[src/rtl/sr_ctrl_pkg.sv]
// Shared types for the SR latch controller.
// State encoding and latch operation codes.
package sr_ctrl_pkg;

  typedef enum logic [1:0] {
    S_IDLE,
    S_PULSE,
    S_SETTLE,
    S_GAP
  } state_t;

  localparam logic OP_SET   = 1'b1;
  localparam logic OP_RESET = 1'b0;

endpackage

[src/rtl/rr_arbiter.sv]
// Combinational round-robin arbiter.
// req/ptr/en in; one-hot grant, id, any_valid out.
module rr_arbiter #(
  parameter int NREQ = 4
) (
  input  logic [NREQ-1:0]         req,
  input  logic [$clog2(NREQ)-1:0] ptr,
  input  logic                    en,
  output logic [NREQ-1:0]         grant,
  output logic [$clog2(NREQ)-1:0] id,
  output logic                    any_valid
);

  localparam int IW = $clog2(NREQ);

  logic [IW-1:0] j;

  // Scan upward from ptr with wrap;
  // first valid requester wins.
  always_comb begin
    grant     = '0;
    id        = '0;
    any_valid = 1'b0;
    j         = '0;
    for (int k = 0; k < NREQ; k++) begin
      j = IW'((int'(ptr) + k) % NREQ);
      if (!any_valid && req[j]) begin
        any_valid = 1'b1;
        grant[j]  = en;
        id        = j;
      end
    end
  end

endmodule

[src/rtl/sr_latch_ctrl.sv]
// Sequencer/arbiter driving a shared NAND SR latch.
// req_* handshake in; sbar/rbar pulses out; q_fb back.
module sr_latch_ctrl
  import sr_ctrl_pkg::*;
#(
  parameter int NREQ       = 4,
  parameter int PW         = 2,
  parameter int SETTLE_MAX = 4,
  parameter int GAP        = 1
) (
  input  logic                    clock,
  input  logic                    reset_n,
  input  logic [NREQ-1:0]         req_valid,
  input  logic [NREQ-1:0]         req_op,
  output logic [NREQ-1:0]         req_ready,
  output logic                    sbar,
  output logic                    rbar,
  input  logic                    q_fb,
  output logic                    busy,
  output logic                    done,
  output logic                    err,
  output logic [$clog2(NREQ)-1:0] err_id
);

  localparam int IW  = $clog2(NREQ);
  localparam int PCW = $clog2(PW + 1);
  localparam int SCW = $clog2(SETTLE_MAX + 1);
  localparam int GCW = $clog2(GAP + 1);

  localparam logic [PCW-1:0] P_LAST = PCW'(PW - 1);
  localparam logic [SCW-1:0] S_LAST =
    SCW'(SETTLE_MAX - 1);
  localparam logic [GCW-1:0] G_LAST = GCW'(GAP - 1);
  localparam logic [IW-1:0]  ID_MAX = IW'(NREQ - 1);

  state_t state, nxt;

  logic [IW-1:0]   ptr, id_q, gid;
  logic [NREQ-1:0] grant;
  logic            any, en, xfer;
  logic            op_q, op_n;
  logic            q_s1, q_s2, match;
  logic [PCW-1:0]  pcnt;
  logic [SCW-1:0]  scnt;
  logic [GCW-1:0]  gcnt;
  logic            sbar_q, rbar_q;

  // Grants are suppressed while reset is held
  // so req_ready drops without a clock.
  assign en   = (state == S_IDLE) && reset_n;
  assign xfer = any && en;

  rr_arbiter #(
    .NREQ(NREQ)
  ) u_arb (
    .req      (req_valid),
    .ptr      (ptr),
    .en       (en),
    .grant    (grant),
    .id       (gid),
    .any_valid(any)
  );

  assign req_ready = grant;
  assign op_n      = xfer ? req_op[gid] : op_q;
  assign match     = (q_s2 == op_q);
  assign sbar      = sbar_q;
  assign rbar      = rbar_q;
  assign err_id    = id_q;

  always_ff @(posedge clock or negedge reset_n) begin
    if (!reset_n) begin
      q_s1 <= 1'b0;
      q_s2 <= 1'b0;
    end else begin
      q_s1 <= q_fb;
      q_s2 <= q_s1;
    end
  end

  always_ff @(posedge clock or negedge reset_n) begin
    if (!reset_n) state <= S_IDLE;
    else          state <= nxt;
  end

  always_comb begin
    nxt = state;
    unique case (state)
      S_IDLE:   if (xfer) nxt = S_PULSE;
      S_PULSE:  if (pcnt == P_LAST) nxt = S_SETTLE;
      S_SETTLE: if (match || scnt == S_LAST)
                  nxt = S_GAP;
      S_GAP:    if (gcnt == G_LAST) nxt = S_IDLE;
      default:  nxt = S_IDLE;
    endcase
  end

  always_comb begin
    busy = (state != S_IDLE);
    done = (state == S_SETTLE) && match;
    err  = (state == S_SETTLE) && !match &&
           (scnt == S_LAST);
  end

  // Counters clear outside their state, so each
  // starts from zero on entry.
  always_ff @(posedge clock or negedge reset_n) begin
    if (!reset_n) begin
      pcnt <= '0;
      scnt <= '0;
      gcnt <= '0;
    end else begin
      pcnt <= (state == S_PULSE)  ? pcnt + 1'b1 : '0;
      scnt <= (state == S_SETTLE) ? scnt + 1'b1 : '0;
      gcnt <= (state == S_GAP)    ? gcnt + 1'b1 : '0;
    end
  end

  always_ff @(posedge clock or negedge reset_n) begin
    if (!reset_n) begin
      ptr  <= '0;
      id_q <= '0;
      op_q <= OP_RESET;
    end else if (xfer) begin
      id_q <= gid;
      op_q <= req_op[gid];
      ptr  <= (gid == ID_MAX) ? '0 : gid + 1'b1;
    end
  end

  // Lines are registered from the next state, so
  // at most one can be low and both idle high.
  always_ff @(posedge clock or negedge reset_n) begin
    if (!reset_n) begin
      sbar_q <= 1'b1;
      rbar_q <= 1'b1;
    end else begin
      sbar_q <= !(nxt == S_PULSE && op_n == OP_SET);
      rbar_q <= !(nxt == S_PULSE && op_n == OP_RESET);
    end
  end

endmodule
[config.mk]
export PLATFORM = sky130hd
export DESIGN_NAME = sr_latch_ctrl
export DESIGN_NICKNAME = d
export VERILOG_FILES = /design/src/rtl/sr_ctrl_pkg.sv /design/src/rtl/rr_arbiter.sv /design/src/rtl/sr_latch_ctrl.sv
export SDC_FILE = /design/constraint.sdc
export NUM_CORES = 1
export LEC_CHECK = 0
export ABC_AREA = 1
export BUFFER_PORTS_ARGS = -buffer_cell sky130_fd_sc_hd__buf_2
export CORE_ASPECT_RATIO = 0.6
export CORE_UTILIZATION = 55
export CTS_CLUSTER_DIAMETER = 150
export DETAILED_ROUTE_END_ITERATION = 8
export GPL_ROUTABILITY_DRIVEN = 0
export PLACE_DENSITY = 0.78
export RECOVER_POWER = 100
export SLEW_MARGIN = 0
export SYNTH_ARGS = -nofsm -noshare
export SYNTH_HDL_FRONTEND = slang
export SYNTH_HIERARCHICAL = 1
export SYNTH_SLANG_ARGS = --single-unit
export TNS_END_PERCENT = 20
[constraint.sdc]
create_clock -name clock -period 2.4 [get_ports clock]
set_clock_uncertainty 0.05 [all_clocks]
set_input_delay 0.36 -clock clock [delete_from_list [all_inputs] [get_ports clock]]
set_output_delay 0.36 -clock clock [all_outputs]
set_load 0.01 [all_outputs]
==> results.cfg, run 1 <==
[run_status]
status = completed

[grt]
grt_antenna_before_repair = 0
grt_pass1_vias = 1098
grt_max_degree = 18
grt_usage_pct = 25.18
grt-ovfl-total = 0
grt_pass1_wl_um = 4712

[clock_tree]
cts_buffers = 3
cts_root_buf = clkbuf_8
cts_tree = yes
clkTransAtPathRegs_ns = 0.07
h-tree-depth = 1
clock-sinks = 17
insertion_delay_ns = 0.25
cts_buffer_depth = 2

[power]
power.leakage_nw = 0.8223
vdd_drop_max_uv = 676.2
power.density_nw_per_um2 = 1395

[setup_path]
slowest_delay_ns = 0.40
path_cells = buf_4 > nand2_1 > nand2_1 > nand2_1 > nand2_2 > inv_1 > nand3_1 > nand3_1 > clkbuf_1
critPathTopFamily = simple AND/OR/NAND/NOR gates
reg2regPathDepth = 15
cp.arrival_ns = 1.84
critPathRequiredTime_ns = 1.99
crit_type = reg -> out
crit_path_start_kind = flip-flop
crit_fanout = 8
r2r-end = sbar$_DFF_PN1_
setup.worst_path.end_class = output pin
reg2reg_slack_ns = 0.23
worst-path-buf-inv = 3
cpMostUsedCell = nand2_1
critPathSlowestCell = dfrtp_1
reg2reg_from = ptr[0]$_DFFE_PN0P_

[timing]
slew_violations = 0
clock.fmax_ghz = 0.4446
rsz0062_at_grt = false
period_share_pct = 93.71
fin_setup_tns_ns = 0
maxSlewHeadroom_pct = 41.64
hold_viol = 0
hold-worst-slack_ns = 0.1668
worst_slew_pin_slew_ns = 0.8754
period_needed_ns = 2.249
setup_violations = 0

[placement]
dp.cells = 223
dpl.hpwl_um = 2296
dpl-instance-area_um2 = 1449
portBuffers = 21

[flow_run]
cap_viol_max_count = 0

[final_layout]
final_cell_area_um2 = 1509
syn2layout_area_growth_pct = 17.20
final_cells = 229
num-nets-final = 219
n_antenna_cell = 0
drive_above_1_share_pct = 23.62

[synthesis]
syn-num-nets = 188
ys_types = 23
synth-seq-cells = 17
syn_inst = 169
netlist_area_um2 = 1287
yosys_warnings = 6
yosysSeqAreaShare_pct = 33.24
synth_area_per_cell_um2 = 7.618

[die]
chipWidth_um = 64.46
rows = 13
io_pins = 22
initial_core_util_pct = 59.07
core_um2 = 2180
die_y_um = 39.48
die_area_um2 = 2545

[detailed_routing]
route.detailed.drc = 0
initialDrtViolationCount = 114
ant_nets = 0
dr.pass1.iters = 4
routed_wl_um = 2968
wl_per_cell_um = 12.96
num_vias = 1212
via_per_inst = 5.293

[worst_hold_path]
hp-start = q_fb
holdPathEnd = q_s1$_DFF_PN0_
holdCritPathClass = in -> reg
hold_depth = 1
==> cell usage after synthesis <==
cell	number	area, um^2
a21oi_1	11	55.05
buf_6	1	11.26
dfrtp_1	15	375.4
dfstp_2	2	52.55
ha_1	8	100.1
inv_1	29	108.9
inv_2	3	11.26
inv_6	1	8.760
nand2_1	36	135.1
nand2_2	13	81.33
nand3_1	19	95.09
nand3_2	2	20.02
nand3_4	4	70.07
nand4_1	7	43.79
nor2_1	6	22.52
nor2_2	2	12.51
nor2_4	2	22.52
nor2_8	1	20.02
nor3_1	1	5.000
o21a_1	1	7.510
o21ai_0	1	5.000
o21ai_1	3	15.01
xnor2_1	1	8.760
==> layer usage <==
metal,track usage [%],wire length [um],vias to the layer above
met1,31.99,1370,561
met2,44.74,1379,47
met3,6.977,212,2
met4,2.778,6,0
li1,-,-,602
met5,0,0,-
==> timing repair <==
| item | CTS | global route |
|---|---|---|
| endpoints found under the setup margin | 4 | 8 |
| gates resized for setup | 1 | 4 |
| pin swaps | 0 | 1 |
| cloned | 0 | 1 |
| hold buffers | 0 | 0 |
| buffers inserted | 0 | 1 |
==> sequential cells by signal, summed over array words and instances (netlist names), 2 cells and up <==
register and count:
err_id 2, pcnt 2, ptr 2, scnt 3, state 2
==> cell families (layout without fill, tap and decap cells) <==
kind of cell	count (synthesis)	count (layout)	synth area share [%]
and+or+nand+nor	93	94	41.01
buffers and inverters	34	63	10.88
DFF	17	17	33.24
AOI/OAI and AO/OA	16	16	6.413
adders and majority gates	8	8	7.775
xor gates and xnor gates	1	1	0.6804
==> metrics by stage <==
| step | total power, mW | util [%] | worst slack [ns] |
|---|---|---|---|
| 3_3_place_gp | 1.729 | 66.48 | 0.2041 |
| 2_1_floorplan | 1.486 | - | 0.2666 |
| 5_1_grt | 2.290 | 69.23 | 0.02471 |
| 3_5_place_dp | 1.801 | 66.48 | 0.05408 |
| 6_report | 2.105 | 69.23 | 0.1509 |
| 4_1_cts | 2.022 | 68.66 | 0.006684 |
==> worst reg2reg max path, delay by kind of cell, from the launching register on <==
| family | cells | cell delay, ns |
|---|---|---|
| flip-flops | 1 | 0.40 |
| AND/OR/NAND/NOR | 12 | 1.29 |
| buffers and inverters | 3 | 0.36 |
==> area by class of cell <==
cell class                 count  area, um^2
timing repair buffer          26       126.4
tap                           30       37.54
sequential                    17       429.2
fill                         186       670.6
inverter                      33       128.9
clock buffer                   3       41.29
clock inverter                 1       5.005
multi-input combinational    119       740.7
==> layout by cell type, fill, tap and decap left out <==
| cell | count |
|---|---|
| nand2_2 | 10 |
| o21a_1 | 1 |
| nor2_8 | 1 |
| nand4_1 | 7 |
| xnor2_1 | 1 |
| inv_1 | 31 |
| nand3_4 | 4 |
| nor2_2 | 1 |
| clkbuf_1 | 11 |
| a21oi_1 | 11 |
| nand3_2 | 2 |
| inv_6 | 1 |
| o21ai_1 | 2 |
| clkbuf_8 | 3 |
| nand2_1 | 39 |
| ha_4 | 1 |
| nor2_4 | 4 |
| nor2_1 | 6 |
| nor3_1 | 1 |
| nand3_1 | 19 |
| dfrtp_2 | 1 |
| ha_1 | 7 |
| dfstp_2 | 2 |
| clkinv_2 | 1 |
| buf_4 | 4 |
| buf_2 | 11 |
| inv_2 | 1 |
| dfrtp_1 | 14 |
| o21ai_0 | 2 |
==> worst max-delay path by stage <==
stage                             startpoint              to  slack [ns]  cells past startpoint
final                     ptr[0]$_DFFE_PN0P_    req_ready[1]        0.15                      9
after detailed placement  ptr[1]$_DFFE_PN0P_  sbar$_DFF_PN1_        0.05                     15
after CTS                 ptr[1]$_DFFE_PN0P_    req_ready[1]       0.007                      9
after global routing      ptr[1]$_DFFE_PN0P_  sbar$_DFF_PN1_        0.02                     15
after floorplan           ptr[0]$_DFFE_PN0P_  sbar$_DFF_PN1_        0.27                     16
after global placement    ptr[1]$_DFFE_PN0P_  sbar$_DFF_PN1_        0.20                     15
==> power by group <==
group          internal [mW]  switching (mW)
Sequential             0.395          0.0669
Clock                  0.115          0.0959
Combinational          0.469           0.963
No activity file was read; power rests on OpenSTA's default activity.
==> run 2: changes to the inputs <==
--- a/config.mk
+++ b/config.mk
@@ -8,11 +8,10 @@
 export ABC_AREA = 1
 export BUFFER_PORTS_ARGS = -buffer_cell sky130_fd_sc_hd__buf_2
 export CORE_ASPECT_RATIO = 0.6
-export CORE_UTILIZATION = 55
+export CORE_UTILIZATION = 30
 export CTS_CLUSTER_DIAMETER = 150
 export DETAILED_ROUTE_END_ITERATION = 8
 export GPL_ROUTABILITY_DRIVEN = 0
-export PLACE_DENSITY = 0.78
 export RECOVER_POWER = 100
 export SLEW_MARGIN = 0
 export SYNTH_ARGS = -nofsm -noshare
==> results.cfg, run 2 (synthesis gave the netlist of run 1 again) <==
[die]
initial_core_util_pct = 31.24
io_pins = 22
core_um2 = 4121
die_area_um2 = 4566
chipWidth_um = 86.58
rows = 18
die_y_um = 52.75

[power]
p_sw_share_pct = 51.84
combPwrFrac_pct = 67.2
p_switching_mw = 1.057
vdd_drop_max_uv = 406.8
power.density_nw_per_um2 = 1319
total_power_mw = 2.039
power.leakage_nw = 0.8364
p_int_mw = 0.9817
p_seq_share_pct = 22.4
clockPowerShare_pct = 10.4

[timing]
rsz0062_at_grt = false
setup_violations = 0
clock.fmax_ghz = 0.4458
hold_viol = 0
hold-worst-slack_ns = 0.1639
period_share_pct = 93.47
maxSlewHeadroom_pct = 38.71
worst_slew_pin_slew_ns = 0.9194
worst_slack_ns = 0.1568
fin_setup_tns_ns = 0
slew_violations = 0
period_needed_ns = 2.243

[final_layout]
syn2layout_area_growth_pct = 20.02
regMostFlops = scnt
fin_util_pct = 37.49
drive_above_1_share_pct = 25.63
largest_reg_flops = 3
layout_common_cells = 37 x nand2_1, 31 x inv_1, 19 x nand3_1
final_cells = 259
num-nets-final = 219
final_cell_area_um2 = 1545
n_antenna_cell = 0
final_common_cell = nand2_1

[clock_tree]
cts_root_buf = clkbuf_8
insertion_delay_ns = 0.25
h-tree-depth = 1
clock-sinks = 17
cts_buffer_depth = 2
cts_tree = yes
cts_buffers = 3
clkTransAtPathRegs_ns = 0.07
postCtsSetupRepairBufs = 0

[placement]
dpl-instance-area_um2 = 1501
dpl.hpwl_um = 2171
portBuffers = 21
place_ws_ns = 0.2856
dp.cells = 255

[grt]
grt_max_degree = 18
grt_pass1_vias = 985
grt_antenna_before_repair = 0
grt-ovfl-total = 0
grt_usage_pct = 13.03
grt_pass1_wl_um = 4567

[detailed_routing]
via_per_inst = 4.409
route.detailed.drc = 0
wl_per_cell_um = 10.21
routed_wl_um = 2644
ant_nets = 0
num_vias = 1142
dr.pass1.iters = 4
initialDrtViolationCount = 34

[setup_path]
critPathRequiredTime_ns = 1.99
setup.worst_path.end_class = output pin
crit_fanout = 8
cp.arrival_ns = 1.83
crit_path_start_kind = flip-flop
crit_type = reg -> out

[flow_run]
cap_viol_max_count = 0

[run_status]
status = completed

[worst_hold_path]
holdCritPathClass = in -> reg
==> run 2: cell types whose count changed in the layout (fill, tap and decap cells not counted) <==
cell	previous run	this run
dfrtp_1	14	15
buf_2	11	12
buf_4	4	5
nand2_2	10	12
clkbuf_2	0	2
dfrtp_2	1	0
nand2_1	39	37
nor2_2	1	2
clkbuf_1	11	8
nor2_4	4	2
==> run 2: cell type report <==
class                      count  area [um^2]
timing repair buffer          27        137.6
sequential                    17        427.9
multi-input combinational    118        729.5
tap                           60        75.07
fill                         445         2576
inverter                      33        128.9
clock buffer                   3        41.29
clock inverter                 1        5.005
==> run 2: per-layer routing <==
metal | up-vias | wire length, um | global-route usage [%] | share of wire [%]
met1 | 513 | 1521 | 20.59 | 58
met3 | 0 | 123 | 2.835 | 4.7
met2 | 29 | 999 | 17.86 | 38
met4 | 0 | 0 | 1.667 | 0
li1 | 600 | - | - | -
met5 | - | 0 | 0 | 0
==> run 2: worst paths after layout <==
check / start / cells after the start / slack [ns] / end
max: ptr[0]$_DFFE_PN0P_ / 10 / 0.16 / req_ready[3]
min: q_fb / 1 / 0.16 / q_s1$_DFF_PN0_
max reg2reg: ptr[0]$_DFFE_PN0P_ / 15 / 0.33 / sbar$_DFF_PN1_
min reg2reg: q_s1$_DFF_PN0_ / 0 / 0.30 / q_s2$_DFF_PN0_
max in group asynchronous: reset_n / 2 / 1.38 / err_id[1]$_DFFE_PN0P_
min in group asynchronous: reset_n / 2 / 0.36 / scnt[0]$_DFF_PN0_
==> run 2: worst max-delay path, cell delays in order, from the launching register on <==
cell      delay, ns
dfrtp_1        0.39
inv_2          0.08
buf_4          0.18
nand2_2        0.09
nand3_4        0.10
nand2_2        0.10
nor2_4         0.18
buf_4          0.17
nand4_1        0.08
nand3_1        0.08
clkbuf_2       0.13
==> run 2: timing repair <==
action,CTS,global route
hold buffers,0,0
resized for setup,0,1
hold endpoints to repair,0,0
endpoints found under the setup margin,0,4
==> run 2: power by group through the flow <==
stage / logic (mW) / clock network (mW) / registers, mW
after detailed placement: 1.36 / 0 / 0.466
after floorplan: 0.999 / 0 / 0.487
after global routing: 1.56 / 0.235 / 0.471
final: 1.37 / 0.212 / 0.457
after global placement: 1.34 / 0 / 0.464
after CTS: 1.36 / 0.222 / 0.461
